$ cat src/rtl/freq_meter_pkg.sv
// Shared types and helpers for the frequency-meter measurement stage.
package freq_meter_pkg;

    typedef enum logic [1:0] {
        COUNT,
        LATCH,
        CLEAR
    } state_t;

    typedef logic [3:0] bcd_digit_t;

    localparam bcd_digit_t BCD_MAX_DIGIT = 4'd9;

    // Width of a counter that must hold values 0 .. cycles-1 (at least 1 bit).
    function automatic int gate_width(input int cycles);
        return (cycles > 1) ? $clog2(cycles) : 1;
    endfunction

endpackage

$ cat src/rtl/bcd_counter.sv
// Multi-digit decimal ripple counter that saturates at all-9s and flags overflow.
module bcd_counter
    import freq_meter_pkg::*;
#(
    parameter int DIGITS = 4
) (
    input  logic                clk,
    input  logic                rst,
    input  logic                clear,
    input  logic                inc,
    output logic [4*DIGITS-1:0] count,
    output logic                ovf
);

    logic [4*DIGITS-1:0] count_inc;
    logic                all_max;
    logic                carry;
    bcd_digit_t          digit;

    // Carry ripples upward through digits that are already at 9.
    always_comb begin
        count_inc = count;
        all_max   = 1'b1;
        carry     = 1'b1;
        digit     = '0;
        for (int i = 0; i < DIGITS; i++) begin
            digit = count[4*i +: 4];
            if (digit != BCD_MAX_DIGIT) begin
                all_max = 1'b0;
            end
            if (carry) begin
                if (digit == BCD_MAX_DIGIT) begin
                    count_inc[4*i +: 4] = '0;
                end else begin
                    count_inc[4*i +: 4] = digit + 4'd1;
                    carry               = 1'b0;
                end
            end
        end
    end

    always_ff @(posedge clk or posedge rst) begin
        if (rst) begin
            count <= '0;
            ovf   <= 1'b0;
        end else if (clear) begin
            count <= '0;
            ovf   <= 1'b0;
        end else if (inc) begin
            if (all_max) begin
                ovf <= 1'b1;
            end else begin
                count <= count_inc;
            end
        end
    end

endmodule

$ cat src/rtl/freq_gate_counter.sv
// Gated edge counter with BCD result latch and hysteretic auto-ranging of the
// upstream prescaler; windows following any range change are discarded.
module freq_gate_counter
    import freq_meter_pkg::*;
#(
    parameter int GATE_CYCLES     = 50_000_000,
    parameter int DIGITS          = 4,
    parameter int LOW_DIGIT_LIMIT = 1
) (
    input  logic                clk,
    input  logic                rst,
    input  logic                signal_in,
    input  logic                auto_en,
    input  logic                manual_range,
    output logic                range,
    output logic [4*DIGITS-1:0] bcd_out,
    output logic                overflow,
    output logic                range_used,
    output logic                result_valid
);

    localparam int              GW        = gate_width(GATE_CYCLES);
    localparam logic [GW-1:0]   GATE_LAST = GW'(GATE_CYCLES - 1);
    localparam bcd_digit_t      LOW_DIGIT = bcd_digit_t'(LOW_DIGIT_LIMIT);

    state_t              state;
    state_t              state_next;
    logic                sync_ff1;
    logic                sync_ff2;
    logic                edge_reg;
    logic                edge_pulse;
    logic [GW-1:0]       gate_cnt;
    logic [4*DIGITS-1:0] count;
    logic                ovf;
    logic                settle;
    logic                next_range;
    logic                next_range_q;
    bcd_digit_t          top_digit;

    always_ff @(posedge clk or posedge rst) begin
        if (rst) begin
            sync_ff1 <= 1'b0;
            sync_ff2 <= 1'b0;
            edge_reg <= 1'b0;
        end else begin
            sync_ff1 <= signal_in;
            sync_ff2 <= sync_ff1;
            edge_reg <= sync_ff2;
        end
    end

    assign edge_pulse = sync_ff2 & ~edge_reg;
    assign top_digit  = count[4*DIGITS-1 -: 4];

    bcd_counter #(
        .DIGITS(DIGITS)
    ) u_bcd_counter (
        .clk  (clk),
        .rst  (rst),
        .clear(state == CLEAR),
        .inc  (edge_pulse && (state == COUNT)),
        .count(count),
        .ovf  (ovf)
    );

    always_ff @(posedge clk or posedge rst) begin
        if (rst) begin
            state <= COUNT;
        end else begin
            state <= state_next;
        end
    end

    always_comb begin
        state_next = state;
        unique case (state)
            COUNT:   if (gate_cnt == GATE_LAST) state_next = LATCH;
            LATCH:   state_next = CLEAR;
            CLEAR:   state_next = COUNT;
            default: state_next = COUNT;
        endcase
    end

    // Step up on overflow, step down only when the top digit is nearly empty.
    always_comb begin
        next_range = range;
        if (!auto_en) begin
            next_range = manual_range;
        end else if (!range && ovf) begin
            next_range = 1'b1;
        end else if (range && !ovf && (top_digit < LOW_DIGIT)) begin
            next_range = 1'b0;
        end
    end

    always_ff @(posedge clk or posedge rst) begin
        if (rst) begin
            gate_cnt     <= '0;
            range        <= 1'b0;
            next_range_q <= 1'b0;
            settle       <= 1'b1;
            bcd_out      <= '0;
            overflow     <= 1'b0;
            range_used   <= 1'b0;
            result_valid <= 1'b0;
        end else begin
            result_valid <= 1'b0;
            unique case (state)
                COUNT: begin
                    gate_cnt <= (gate_cnt == GATE_LAST) ? '0 : gate_cnt + 1'b1;
                end
                LATCH: begin
                    next_range_q <= next_range;
                    if (settle) begin
                        settle <= 1'b0;
                    end else begin
                        bcd_out      <= count;
                        overflow     <= ovf;
                        range_used   <= range;
                        result_valid <= 1'b1;
                    end
                end
                CLEAR: begin
                    gate_cnt <= '0;
                    range    <= next_range_q;
                    if (next_range_q != range) begin
                        settle <= 1'b1;
                    end
                end
                default: ;
            endcase
        end
    end

endmodule

$ cat config.mk
export PLATFORM = sky130hd
export DESIGN_NAME = freq_gate_counter
export DESIGN_NICKNAME = d
export VERILOG_FILES = /design/src/rtl/freq_meter_pkg.sv /design/src/rtl/bcd_counter.sv /design/src/rtl/freq_gate_counter.sv
export SDC_FILE = /design/constraint.sdc
export NUM_CORES = 1
export LEC_CHECK = 0
export BUFFER_PORTS_ARGS = -buffer_cell sky130_fd_sc_hd__buf_2
export CAP_MARGIN = 20
export CORE_ASPECT_RATIO = 1.4
export CORE_UTILIZATION = 25
export CTS_CLUSTER_SIZE = 30
export DETAILED_ROUTE_END_ITERATION = 8
export GPL_ROUTABILITY_DRIVEN = 0
export HOLD_SLACK_MARGIN = 0.15
export PLACE_DENSITY = 0.38
export SYNTH_ARGS = -nofsm -noshare
export SYNTH_HDL_FRONTEND = slang
export SYNTH_SLANG_ARGS = --single-unit
$ cat constraint.sdc
create_clock -name clk -period 2.4 [get_ports clk]
set_input_delay 0.24 -clock clk [delete_from_list [all_inputs] [get_ports clk]]
set_output_delay 0.24 -clock clk [all_outputs]
set_load 0.005 [all_outputs]
==> results.json <==
{
  "cts_resized": 0,
  "p_total_mw": 2.74,
  "final_antenna_net_count": 0,
  "grt_usage": 0.125,
  "initial_core_util": 0.258,
  "layout_common_cells": "dfrtp_1, nand2_1, nor2_1",
  "hold_slack_ns": 0.330,
  "arrival_ns": 2.37,
  "worstPathRequired_ns": 2.62,
  "layout-drive-gt1-share": 0.199,
  "vdd_ir_drop_max_uv": 361,
  "fmax_ghz": 0.465,
  "avgSynthCellArea_um2": 10.0,
  "ys_ff_latch": 70,
  "nets": 407,
  "die_h_um": 144,
  "io_buffers": 24,
  "grt_pass1_vias": 2757,
  "synth_cells": 360,
  "vias": 2764,
  "grt_start_max_net_pins": 44,
  "seq_area_frac_synth": 0.485,
  "cts-root-buf": "clkbuf_16",
  "biggestRegsByFlops": "gate_cnt: 26 flops, bcd_out: 16 flops, u_bcd_counter.count: 16 flops",
  "row_count": 51,
  "grt.overflow.total": 0,
  "period_share": 0.897,
  "post_cts_buffers": 0,
  "path_class": "reg2reg",
  "numCtsBuffers": 9,
  "htree_levels": 3,
  "firstDrtPassIters": 4,
  "rsz0062_at_grt": "false",
  "antenna_cells": 0,
  "fin_skew_ns": 0.00430,
  "grt_pass1_wl_mm": 14.5,
  "wl_per_cell_um": 14.8,
  "syn_to_final_growth_pct": 18.5,
  "largest-register": "gate_cnt",
  "fp.dieW_um": 104,
  "finalSetupViolations": 0,
  "maxSlewHeadroom": 0.602,
  "fin_crit_ns": 2.15,
  "cp-end-kind": "flop",
  "clkTransAtPathRegs_ns": 0.06,
  "cap_violations": 0,
  "status": "completed",
  "synth.cell_area_um2": 3620,
  "dieArea_um2": 15000,
  "crit_fanout": 15,
  "largest_reg_flops": 26,
  "cts_buffer_depth": 2,
  "syn_nets": 375,
  "layout_commonest_cell": "dfrtp_1",
  "cts_tree": "yes",
  "r2r_slack_ns": 0.25,
  "grt_antenna_before_repair": 0,
  "powerDensity_nw_per_um2": 639,
  "multiInputGateArea_um2": 1730,
  "max_slew.worst_pin.slew_ns": 0.596,
  "drc": 0,
  "regArea_um2": 1750,
  "vias_per_cell": 4.76,
  "core_area_um2": 14000,
  "dpl.hpwl_mm": 6.11,
  "clock-sinks": 70,
  "drtIter0Drc": 123,
  "startpoint_type": "flop",
  "finalMaxSlewViolations": 0,
  "report.final.hold_viol_count": 0,
  "wl_mm": 8.58,
  "synth_warnings": 0,
  "holdBufCountCts": 2,
  "final_util": 0.305,
  "finalSetupTns_ns": 0,
  "ys_types": 53,
  "insertion_delay_ns": 0.33,
  "io_pins": 25,
  "fill_cells": 1483,
  "min_path_type": "in2reg",
  "leakagePower_nw": 1.97
}
where the power goes:
part	switching, mW	total (mW)	internal [mW]
Clock	0.500	1.32	0.824
Sequential	0.0512	1.27	1.22
Combinational	0.0752	0.142	0.0663
Total	0.626	2.74	2.11
per-stage QoR:
stage / cell area [um^2] / std cells / setup WS (ns)
after floorplan: 3620 / 360 / 0.393
after detailed placement: 3970 / 564 / 0.247
final: 4280 / 581 / 0.248
after CTS: 4280 / 581 / 0.239
after global routing: 4280 / 581 / 0.0670
after global placement: 3970 / 564 / 0.310
metal layers:
metal	GRT usage	part of all wire	up-vias	wire length, um
met1	0.145	0.45	1348	3820
met3	0.0252	0.022	14	192
li1	-	-	1367	-
met4	0.0564	0.021	0	181
met2	0.222	0.51	35	4380
met5	0	0	-	0
layout make-up:
type | instances | share of cell area
sequential | 70 | 0.409
multi-input combinational | 262 | 0.404
clock buffer | 11 | 0.0567
timing repair buffer | 37 | 0.0549
tap | 185 | 0.0540
clock inverter | 4 | 0.0111
inverter | 12 | 0.0105
kinds of logic after synthesis:
family	Yosys count	synth area share
multiplexers	29	0.0872
buffers and inverters	28	0.0370
XOR/XNOR	5	0.0121
adder cells (fa/ha/maj)	10	0.0346
flip-flops	70	0.485
AND/OR/NAND/NOR	147	0.217
AO/OA/AOI/OAI	71	0.128
Yosys cell counts (all sizes together):
cell / number / area [um^2]
dfrtp: 69 / 1730
nand2: 39 / 146
nor2: 31 / 116
o21ai: 24 / 124
mux2: 20 / 225
a21oi: 18 / 101
nand3: 14 / 70.1
nand4: 14 / 103
inv: 12 / 45.0
ha: 10 / 125
buf: 9 / 62.6
mux2i: 9 / 90.1
nor3: 8 / 45.0
and3: 7 / 43.8
clkbuf: 7 / 26.3
a21o: 6 / 45.0
a22o: 5 / 43.8
and4: 5 / 45.0
nor4: 5 / 31.3
and2: 4 / 25.0
nand3b: 4 / 30.0
o31ai: 4 / 30.0
o41ai: 4 / 35.0
nor4b: 3 / 26.3
xor2: 3 / 26.3
and3b: 2 / 17.5
nand2b: 2 / 12.5
nor3b: 2 / 15.0
o211ai: 2 / 20.0
o21a: 2 / 15.0
o311ai: 2 / 17.5
or2: 2 / 15.0
or4: 2 / 15.0
xnor2: 2 / 17.5
a31oi: 1 / 6.26
dfstp: 1 / 26.3
nor4bb: 1 / 10.0
o22a: 1 / 8.76
o22ai: 1 / 6.26
o2bb2ai: 1 / 8.76
or3: 1 / 6.26
or4b: 1 / 10.0
critical path, stage by stage, from the launching register on:
cell	delay, ns
dfrtp_1	0.40
ha_1	0.22
and4_1	0.44
nand4_1	0.22
o21ai_2	0.23
buf_4	0.24
o21ai_0	0.11
a22o_1	0.19
final timing paths:
path                         startpoint            to  cells after the start
setup / recovery            gate_cnt[0]  gate_cnt[18]                      7
hold / removal             manual_range  next_range_q                      4
setup reg to reg            gate_cnt[0]  gate_cnt[18]                      7
hold reg to reg                sync_ff1      sync_ff2                      0
max in group asynchronous           rst        settle                      4
min in group asynchronous           rst    bcd_out[9]                      3
No activity file was read; power rests on OpenSTA's default activity.
